$ cat src/rtl/dmem_bridge.sv
// dmem_bridge
//
// Connects the single-cycle MIPS datapath's load/store port to a slow,
// handshaked memory/IO bus. Each load or store becomes exactly one bus
// transaction. The processor is held through o_enable until the access
// resolves. Load data appears on o_mem_readdata in the cycle the processor
// is released. A bus that never answers is abandoned after TIMEOUT request
// cycles. Misaligned accesses never reach the bus. Both of these set a
// sticky error flag.
//
// Parameters
//   TIMEOUT          max cycles o_bus_req is held without i_bus_ack (>= 1)
//   ERR_DATA         load data returned when an access times out
//
// Ports
//   i_clk            clock, rising edge
//   i_reset          synchronous active-high reset
//   i_mem_rd         current instruction is a load
//   i_mem_wr         current instruction is a store (wins over i_mem_rd)
//   i_mem_addr       byte address from the ALU
//   i_mem_writedata  store data
//   o_mem_readdata   load data to the write-back mux
//   o_enable         datapath enable, 0 stalls the PC and register writes
//   o_bus_req        bus request, held until ack or timeout
//   o_bus_we         bus direction, 1 = write
//   o_bus_addr       word-aligned bus address
//   o_bus_wdata      bus write data
//   i_bus_ack        one-cycle completion strobe
//   i_bus_rdata      read data, valid with i_bus_ack
//   o_bus_err        sticky timeout / misalignment flag, cleared by reset

module dmem_bridge #(
    parameter int unsigned TIMEOUT  = 255,
    parameter logic [31:0] ERR_DATA = 32'hDEADBEEF
) (
    input  logic        i_clk,
    input  logic        i_reset,
    input  logic        i_mem_rd,
    input  logic        i_mem_wr,
    input  logic [31:0] i_mem_addr,
    input  logic [31:0] i_mem_writedata,
    output logic [31:0] o_mem_readdata,
    output logic        o_enable,
    output logic        o_bus_req,
    output logic        o_bus_we,
    output logic [31:0] o_bus_addr,
    output logic [31:0] o_bus_wdata,
    input  logic        i_bus_ack,
    input  logic [31:0] i_bus_rdata,
    output logic        o_bus_err
);

    localparam int unsigned CntW = $clog2(TIMEOUT + 1);
    localparam logic [CntW-1:0] CntLast = CntW'(TIMEOUT - 1);

    typedef enum logic [1:0] {
        StIdle,
        StBusy,
        StDone
    } state_t;

    state_t          r_state;
    logic [CntW-1:0] r_cnt;
    logic [31:0]     r_mem_readdata;
    logic            r_bus_req;
    logic            r_bus_we;
    logic [31:0]     r_bus_addr;
    logic [31:0]     r_bus_wdata;
    logic            r_bus_err;

    logic w_access;
    logic w_aligned;

    assign w_access  = i_mem_rd | i_mem_wr;
    assign w_aligned = (i_mem_addr[1:0] == 2'b00);

    // Release the datapath in DONE, or straight away for non-memory
    // instructions. Held low throughout reset.
    always_comb begin
        o_enable = 1'b0;
        if (!i_reset) begin
            if (r_state == StDone) begin
                o_enable = 1'b1;
            end else if (r_state == StIdle && !w_access) begin
                o_enable = 1'b1;
            end
        end
    end

    always_ff @(posedge i_clk) begin
        if (i_reset) begin
            r_state        <= StIdle;
            r_cnt          <= '0;
            r_mem_readdata <= '0;
            r_bus_req      <= 1'b0;
            r_bus_we       <= 1'b0;
            r_bus_addr     <= '0;
            r_bus_wdata    <= '0;
            r_bus_err      <= 1'b0;
        end else begin
            case (r_state)
                StIdle: begin
                    if (w_access) begin
                        if (w_aligned) begin
                            r_bus_addr  <= {i_mem_addr[31:2], 2'b00};
                            r_bus_wdata <= i_mem_writedata;
                            r_bus_we    <= i_mem_wr;
                            r_cnt       <= '0;
                            r_bus_req   <= 1'b1;
                            r_state     <= StBusy;
                        end else begin
                            // Trapped before reaching the bus. A load still
                            // writes back, so give it a defined zero.
                            r_bus_err <= 1'b1;
                            if (!i_mem_wr) begin
                                r_mem_readdata <= '0;
                            end
                            r_state <= StDone;
                        end
                    end
                end

                StBusy: begin
                    if (i_bus_ack) begin
                        // An ack in the last allowed cycle still completes normally
                        if (!r_bus_we) begin
                            r_mem_readdata <= i_bus_rdata;
                        end
                        r_bus_req <= 1'b0;
                        r_state   <= StDone;
                    end else if (r_cnt == CntLast) begin
                        r_bus_err <= 1'b1;
                        if (!r_bus_we) begin
                            r_mem_readdata <= ERR_DATA;
                        end
                        r_bus_req <= 1'b0;
                        r_state   <= StDone;
                    end else begin
                        r_cnt <= r_cnt + CntW'(1);
                    end
                end

                StDone: begin
                    r_state <= StIdle;
                end

                default: begin
                    r_state   <= StIdle;
                    r_bus_req <= 1'b0;
                end
            endcase
        end
    end

    assign o_mem_readdata = r_mem_readdata;
    assign o_bus_req      = r_bus_req;
    assign o_bus_we       = r_bus_we;
    assign o_bus_addr     = r_bus_addr;
    assign o_bus_wdata    = r_bus_wdata;
    assign o_bus_err      = r_bus_err;

endmodule

$ cat config.mk
export PLATFORM = sky130hd
export DESIGN_NAME = dmem_bridge
export DESIGN_NICKNAME = d
export VERILOG_FILES = /design/src/rtl/dmem_bridge.sv
export SDC_FILE = /design/constraint.sdc
export NUM_CORES = 1
export LEC_CHECK = 0
export ABC_AREA = 1
export CAP_MARGIN = 20
export CORE_AREA = 2 2 132 95
export DETAILED_ROUTE_END_ITERATION = 12
export DIE_AREA = 0 0 134 97
export HOLD_SLACK_MARGIN = 0.1
export PLACE_DENSITY = 0.78
export SLEW_MARGIN = 20
export SYNTH_ARGS = -nofsm -noshare
export SYNTH_HDL_FRONTEND = slang
export SYNTH_SLANG_ARGS = --single-unit
export TNS_END_PERCENT = 5
$ cat constraint.sdc
create_clock -name i_clk -period 1.6 [get_ports i_clk]
set_input_delay 0.32 -clock i_clk [delete_from_list [all_inputs] [get_ports i_clk]]
set_output_delay 0.32 -clock i_clk [all_outputs]
set_load 0.05 [all_outputs]
; Yosys cells after proc, flatten, opt, wreduce, memory -nomap -nowiden
; Index checks and enable logic that the tools add are counted.
[classes]
addsub = 1
n_mul = 0
div = 0
n_lt_le_gt_ge = 0
eq_ne = 12
n_shift = 0
muxes = 31
bitwise = 2
n_reduce_logical = 11
[ops]
columns = op, count
row1 = $mux W32, 7
row2 = $pmux W32 S2, 1
row3 = $mux W8, 4
row4 = $ne A2 B2 Y1 const B, 8
row5 = $pmux W8 S2, 1
row6 = $mux W1, 11
row7 = $reduce_and A5 Y1, 2
row8 = $add A8 B1 Y8 const B, 1
row9 = $eq A8 B8 Y1 const B, 1
row10 = $mux W2, 4
row11 = $reduce_and A6 Y1, 1
row12 = $logic_not A2 Y1, 2
row13 = $pmux W2 S2, 1
row14 = $reduce_and A4 Y1, 1
row15 = $ne A3 B3 Y1 const B, 1
row16 = $pmux W1 S3, 1
row17 = $reduce_and A3 Y1, 1
row18 = $eq A2 B1 Y1 const B, 1
row19 = $eq A2 B2 Y1 const B, 1
row20 = $pmux W1 S2, 1
row21 = $reduce_and A2 Y1, 1
row22 = $reduce_bool A2 Y1, 1
row23 = $logic_and A1 B1 Y1, 1
row24 = $logic_not A1 Y1, 1
row25 = other kinds (2), 2
[totals]
reg_bits = 107
latchBits = 0
mem_bits_rw = 0
mem_bits_ro = 0
inputBits = 101
out_inout_bits = 100
wordCells = 65
mem_count = 0

; Depth between registers and ports, before layout
[logic_depth]
word_depth = 6
mapped_depth = 12
depth_no_buf = 11

; Worst setup path after synthesis
; No wires, ideal clock.
[synth_path]
path_kind = input port to output port
start = in i_reset
end = out o_enable
t_arrival_ns = 1.375
t_required_ns = 1.280
setup_slack_ns = -0.095
path_stages = 3
n_path_buf = 2
cell_sequence = clkbuf_1 > clkbuf_1 > nor2_1
[synth_between]
elab_chain_len = 1
[synth_rtl]
columns = item, line
row1 = "start, declared", 37  ; input logic i_reset,
row2 = $mux W1, 81  ; if (!i_reset) begin
row3 = "end, declared", 43  ; output logic o_enable,
; Every way passes these cells.

; Worst setup path after layout
[layout_path]
start = reg r_cnt[0]
end = reg r_mem_readdata[15] (netlist: o_mem_readdata[15])
[layout_between]
elab_chain_len = 3
[layout_rtl]
columns = item, line
row1 = "start, declared", 63  ; logic [CntW-1:0] r_cnt;
row2 = "start signal, assigned", 139  ; r_cnt <= r_cnt + CntW'(1);
row3 = $eq A8 B8 Y1, 131  ; end else if (r_cnt == CntLast) begin
row4 = $ne A3 B3 Y1 (no line), -
row5 = $reduce_and A6 Y1 (no line), -
row6 = "end signal, assigned", 127  ; r_mem_readdata <= i_bus_rdata;
row7 = "end, declared", 64  ; logic [31:0] r_mem_readdata;
; Every way passes these cells.
; A chain may end at the register's enable or synchronous reset.

==> summary.md <==
| Metric | Value |
|---|---|
| Status | `finished with violations` |
| Failing checks | `negative setup slack` |
| Iter 0 DRT Violations | `278` |
| CTS clk-pin slew, worst paths | `0.07 ns` |
| CP Data Required Time | `1.84 ns` |
| Largest net degree at the start of global routing | `50` |
| CP Max Fanout | `7` |
| Relative slew slack | `0.665` |
| CORE AREA | `0.0116 mm2` |
| Final setup viols | `4` |
| Most frequent cells in the layout | `212 x nand2_1, 135 x buf_4, 103 x dfxtp_1, 97 x clkdlybuf4s50_1, 71 x a21oi_1` |
| Mapped Area | `0.00426 mm2` |
| Final cell count without fillers | `979` |
| CTS tree | `yes` |
| PnR worst setup slack | `-0.00469 ns` |
| R2R Path End | `o_mem_readdata[15]$_SDFFE_PP0P_` |
| Post-route ant nets | `0` |
| Worst Hold Path Cells | `2` |
| R2R setup slack | `-0.005 ns` |
| Post-DP HPWL | `8.91 mm` |
| Vias | `4567` |
| Most common cell after layout, fill and taps aside | `nand2_1` |
| Die area | `0.0130 mm2` |
| DP Cell Count | `944` |
| # IOs | `201` |
| Die span in y | `97 um` |
| Seq/Total Area, Yosys | `0.502` |
| Root buf cell | `clkbuf_16` |
| FMAX | `623 MHz` |
| RSZ-0062 raised after global routing | `yes` |
| Min Clock Period, post-route | `1.60 ns` |
| #FFs+latches synth | `107` |
| Hold Fails Final Rpt | `0` |
| Least-Margin Pin Slew | `0.503 ns` |
| Worst setup SP type | `register` |
| Beginning of the worst hold path | `o_bus_wdata[7]$_SDFFE_PP0P_` |
| GRT Overall Usage | `0.201` |
| Max_cap viols | `0` |
| First drt pass iteration count | `4` |
| Final WL | `13.8 mm` |
| Vias in the first global route | `4289` |
| Row count | `33` |
| Netlist cell types | `28` |
| WL/cell | `14.1 um` |
| Layout cell share with drive strength beyond 1 | `0.257` |
| Chip width | `134 um` |
| Global route total overflow | `0` |
| Cells after Synth | `587` |
| Initial core utilization | `0.367` |
| CTS sink count | `107` |
| Area growth from synthesis to final layout | `65.0%` |
| # port buffers | `198` |
| Remaining DRCs | `0` |
| CP Data Arrival Time | `1.85 ns` |
| Fin nets | `920` |
| Final worst path period share | `1.00` |
| Reg2Reg Launch Point | `r_cnt[0]$_SDFFE_PP0P_` |
| First-pass GRT wire length | `21.1 mm` |
| Leakage | `2.97 nW` |
| Post-Syn Area per Cell | `7.26 um2` |
| Setup crit end kind | `register` |
| Hold Path Class | `register to register` |
| Dpl ws | `-0.643 ns` |
| Clock Latency Late Sink | `0.34 ns` |
| WHS Endpoint | `o_bus_wdata[7]$_SDFFE_PP0P_` |
| Pwr dens | `1030 mW/mm2` |
| Fillers | `1051` |
| Hold Buf Count CTS | `0` |
| Total power | `7.24 mW` |
| CTS Buf Count | `9` |
| Diodes inserted | `0` |
| Kind of critical path | `register to register` |
| Number of H-tree levels | `3` |
| Routability Congestion | `0.835` |
| Vias/cell | `4.66` |
| Max-slew violations | `0` |
| Synth Warn # | `0` |
| Initial antenna violation count | `0` |
| Hold slack | `0.463 ns` |
| Skew final | `0.00686 ns` |
| Bufs on Longest Clock Path | `2` |
| Maximum vdd drop | `478 uV` |
| Cells on worst reg2reg path | `12` |
-- stage by stage --
| step | instance area (um2) | utilization | TNS [ns] |
|---|---|---|---|
| finish | 7030 | 0.606 | -0.0131 |
| global route | 7030 | 0.606 | -1.93 |
| CTS | 6820 | 0.588 | 0 |
| detailed placement | 6380 | 0.550 | -39.31 |
| global placement | 6380 | 0.550 | -36.48 |
| floorplan | 4270 | - | 0 |
-- per-layer routing --
metal	track usage	wire, um
met1	0.267	6380
met2	0.328	6320
met3	0.0540	971
met4	0.0417	146
met5	0	0
-- worst max-delay path by stage --
stage,startpoint,endpoint,slack (ns),depth (start not counted)
finish,r_cnt[0]$_SDFFE_PP0P_,o_mem_readdata[15]$_SDFFE_PP0P_,-0.005,12
global route,r_cnt[0]$_SDFFE_PP0P_,o_mem_readdata[12]$_SDFFE_PP0P_,-0.11,12
CTS,r_cnt[0]$_SDFFE_PP0P_,o_mem_readdata[12]$_SDFFE_PP0P_,0.007,11
detailed placement,i_mem_wr,o_mem_readdata[21]$_SDFFE_PP0P_,-0.64,10
global placement,i_mem_wr,o_mem_readdata[26]$_SDFFE_PP0P_,-0.57,8
floorplan,r_cnt[0]$_SDFFE_PP0P_,o_mem_readdata[10]$_SDFFE_PP0P_,0.03,12
-- repair_timing --
action | in CTS | in global routing
setup endpoints to repair | 40 | 96
pin swaps | 10 | 14
cloned | 4 | 2
gates resized for setup | 18 | 29
buffers inserted | 6 | 7
-- layout make-up --
| class | instances | area, um2 | area share |
|---|---|---|---|
| Multi-Input combinational cell | 433 | 2030 | 0.288 |
| Tap cell | 157 | 196 | 0.0279 |
| Clock inverter | 3 | 22.5 | 0.00320 |
| Sequential cell | 107 | 2150 | 0.305 |
| Timing Repair Buffer | 251 | 2310 | 0.329 |
| Inverter | 15 | 63.8 | 0.00907 |
| Clock buffer | 13 | 260 | 0.0370 |
-- registers in the layout, summed over array words and instances (netlist names) --
register and cells:
o_bus_wdata 32, o_mem_readdata 32, o_bus_addr 30, r_cnt 8, r_state 2, o_bus_err 1, o_bus_req 1, o_bus_we 1
-- critical path, cell delays in order, from the launching register on --
cell       delay, ns
dfxtp_2         0.33
inv_2           0.07
ha_4            0.13
nand2_4         0.05
nor2_4          0.12
nand2_2         0.08
nand3_4         0.12
nand2_8         0.11
nor2_4          0.17
clkbuf_16       0.18
nand2_1         0.05
nand2_1         0.06
nor2_1          0.04
-- logic make-up after synthesis --
group | after synthesis | share of synthesized area
adders and majority gates | 2 | 0.00587
and+or+nand+nor | 322 | 0.304
AOI/OAI and AO/OA | 100 | 0.118
other | 1 | 0.000880
xor gates and xnor gates | 3 | 0.00616
DFF | 107 | 0.502
buffers and inverters | 52 | 0.0622
-- report_power, final --
part | internal [mW] | switching (mW)
clock network | 1.14 | 0.968
registers | 2.85 | 0.105
logic | 0.856 | 1.32
total | 4.85 | 2.40
-- cells in the mapped netlist, drive strengths merged --
cell | number | area (um2)
clkinv | 1 | 3.75
a21oi | 72 | 360
nand4 | 5 | 31.3
conb | 1 | 3.75
buf | 23 | 156
o21ai | 26 | 130
o21bai | 1 | 7.51
or2 | 2 | 12.5
clkbuf | 14 | 52.6
nand2 | 222 | 846
nor3b | 1 | 7.51
nor2 | 82 | 339
inv | 14 | 52.6
nor3 | 2 | 10.0
xor2 | 3 | 26.3
nand3 | 8 | 50.1
dfxtp | 107 | 2140
ha | 2 | 25.0
a31oi | 1 | 6.26
No activity file was read; power rests on OpenSTA's default activity.
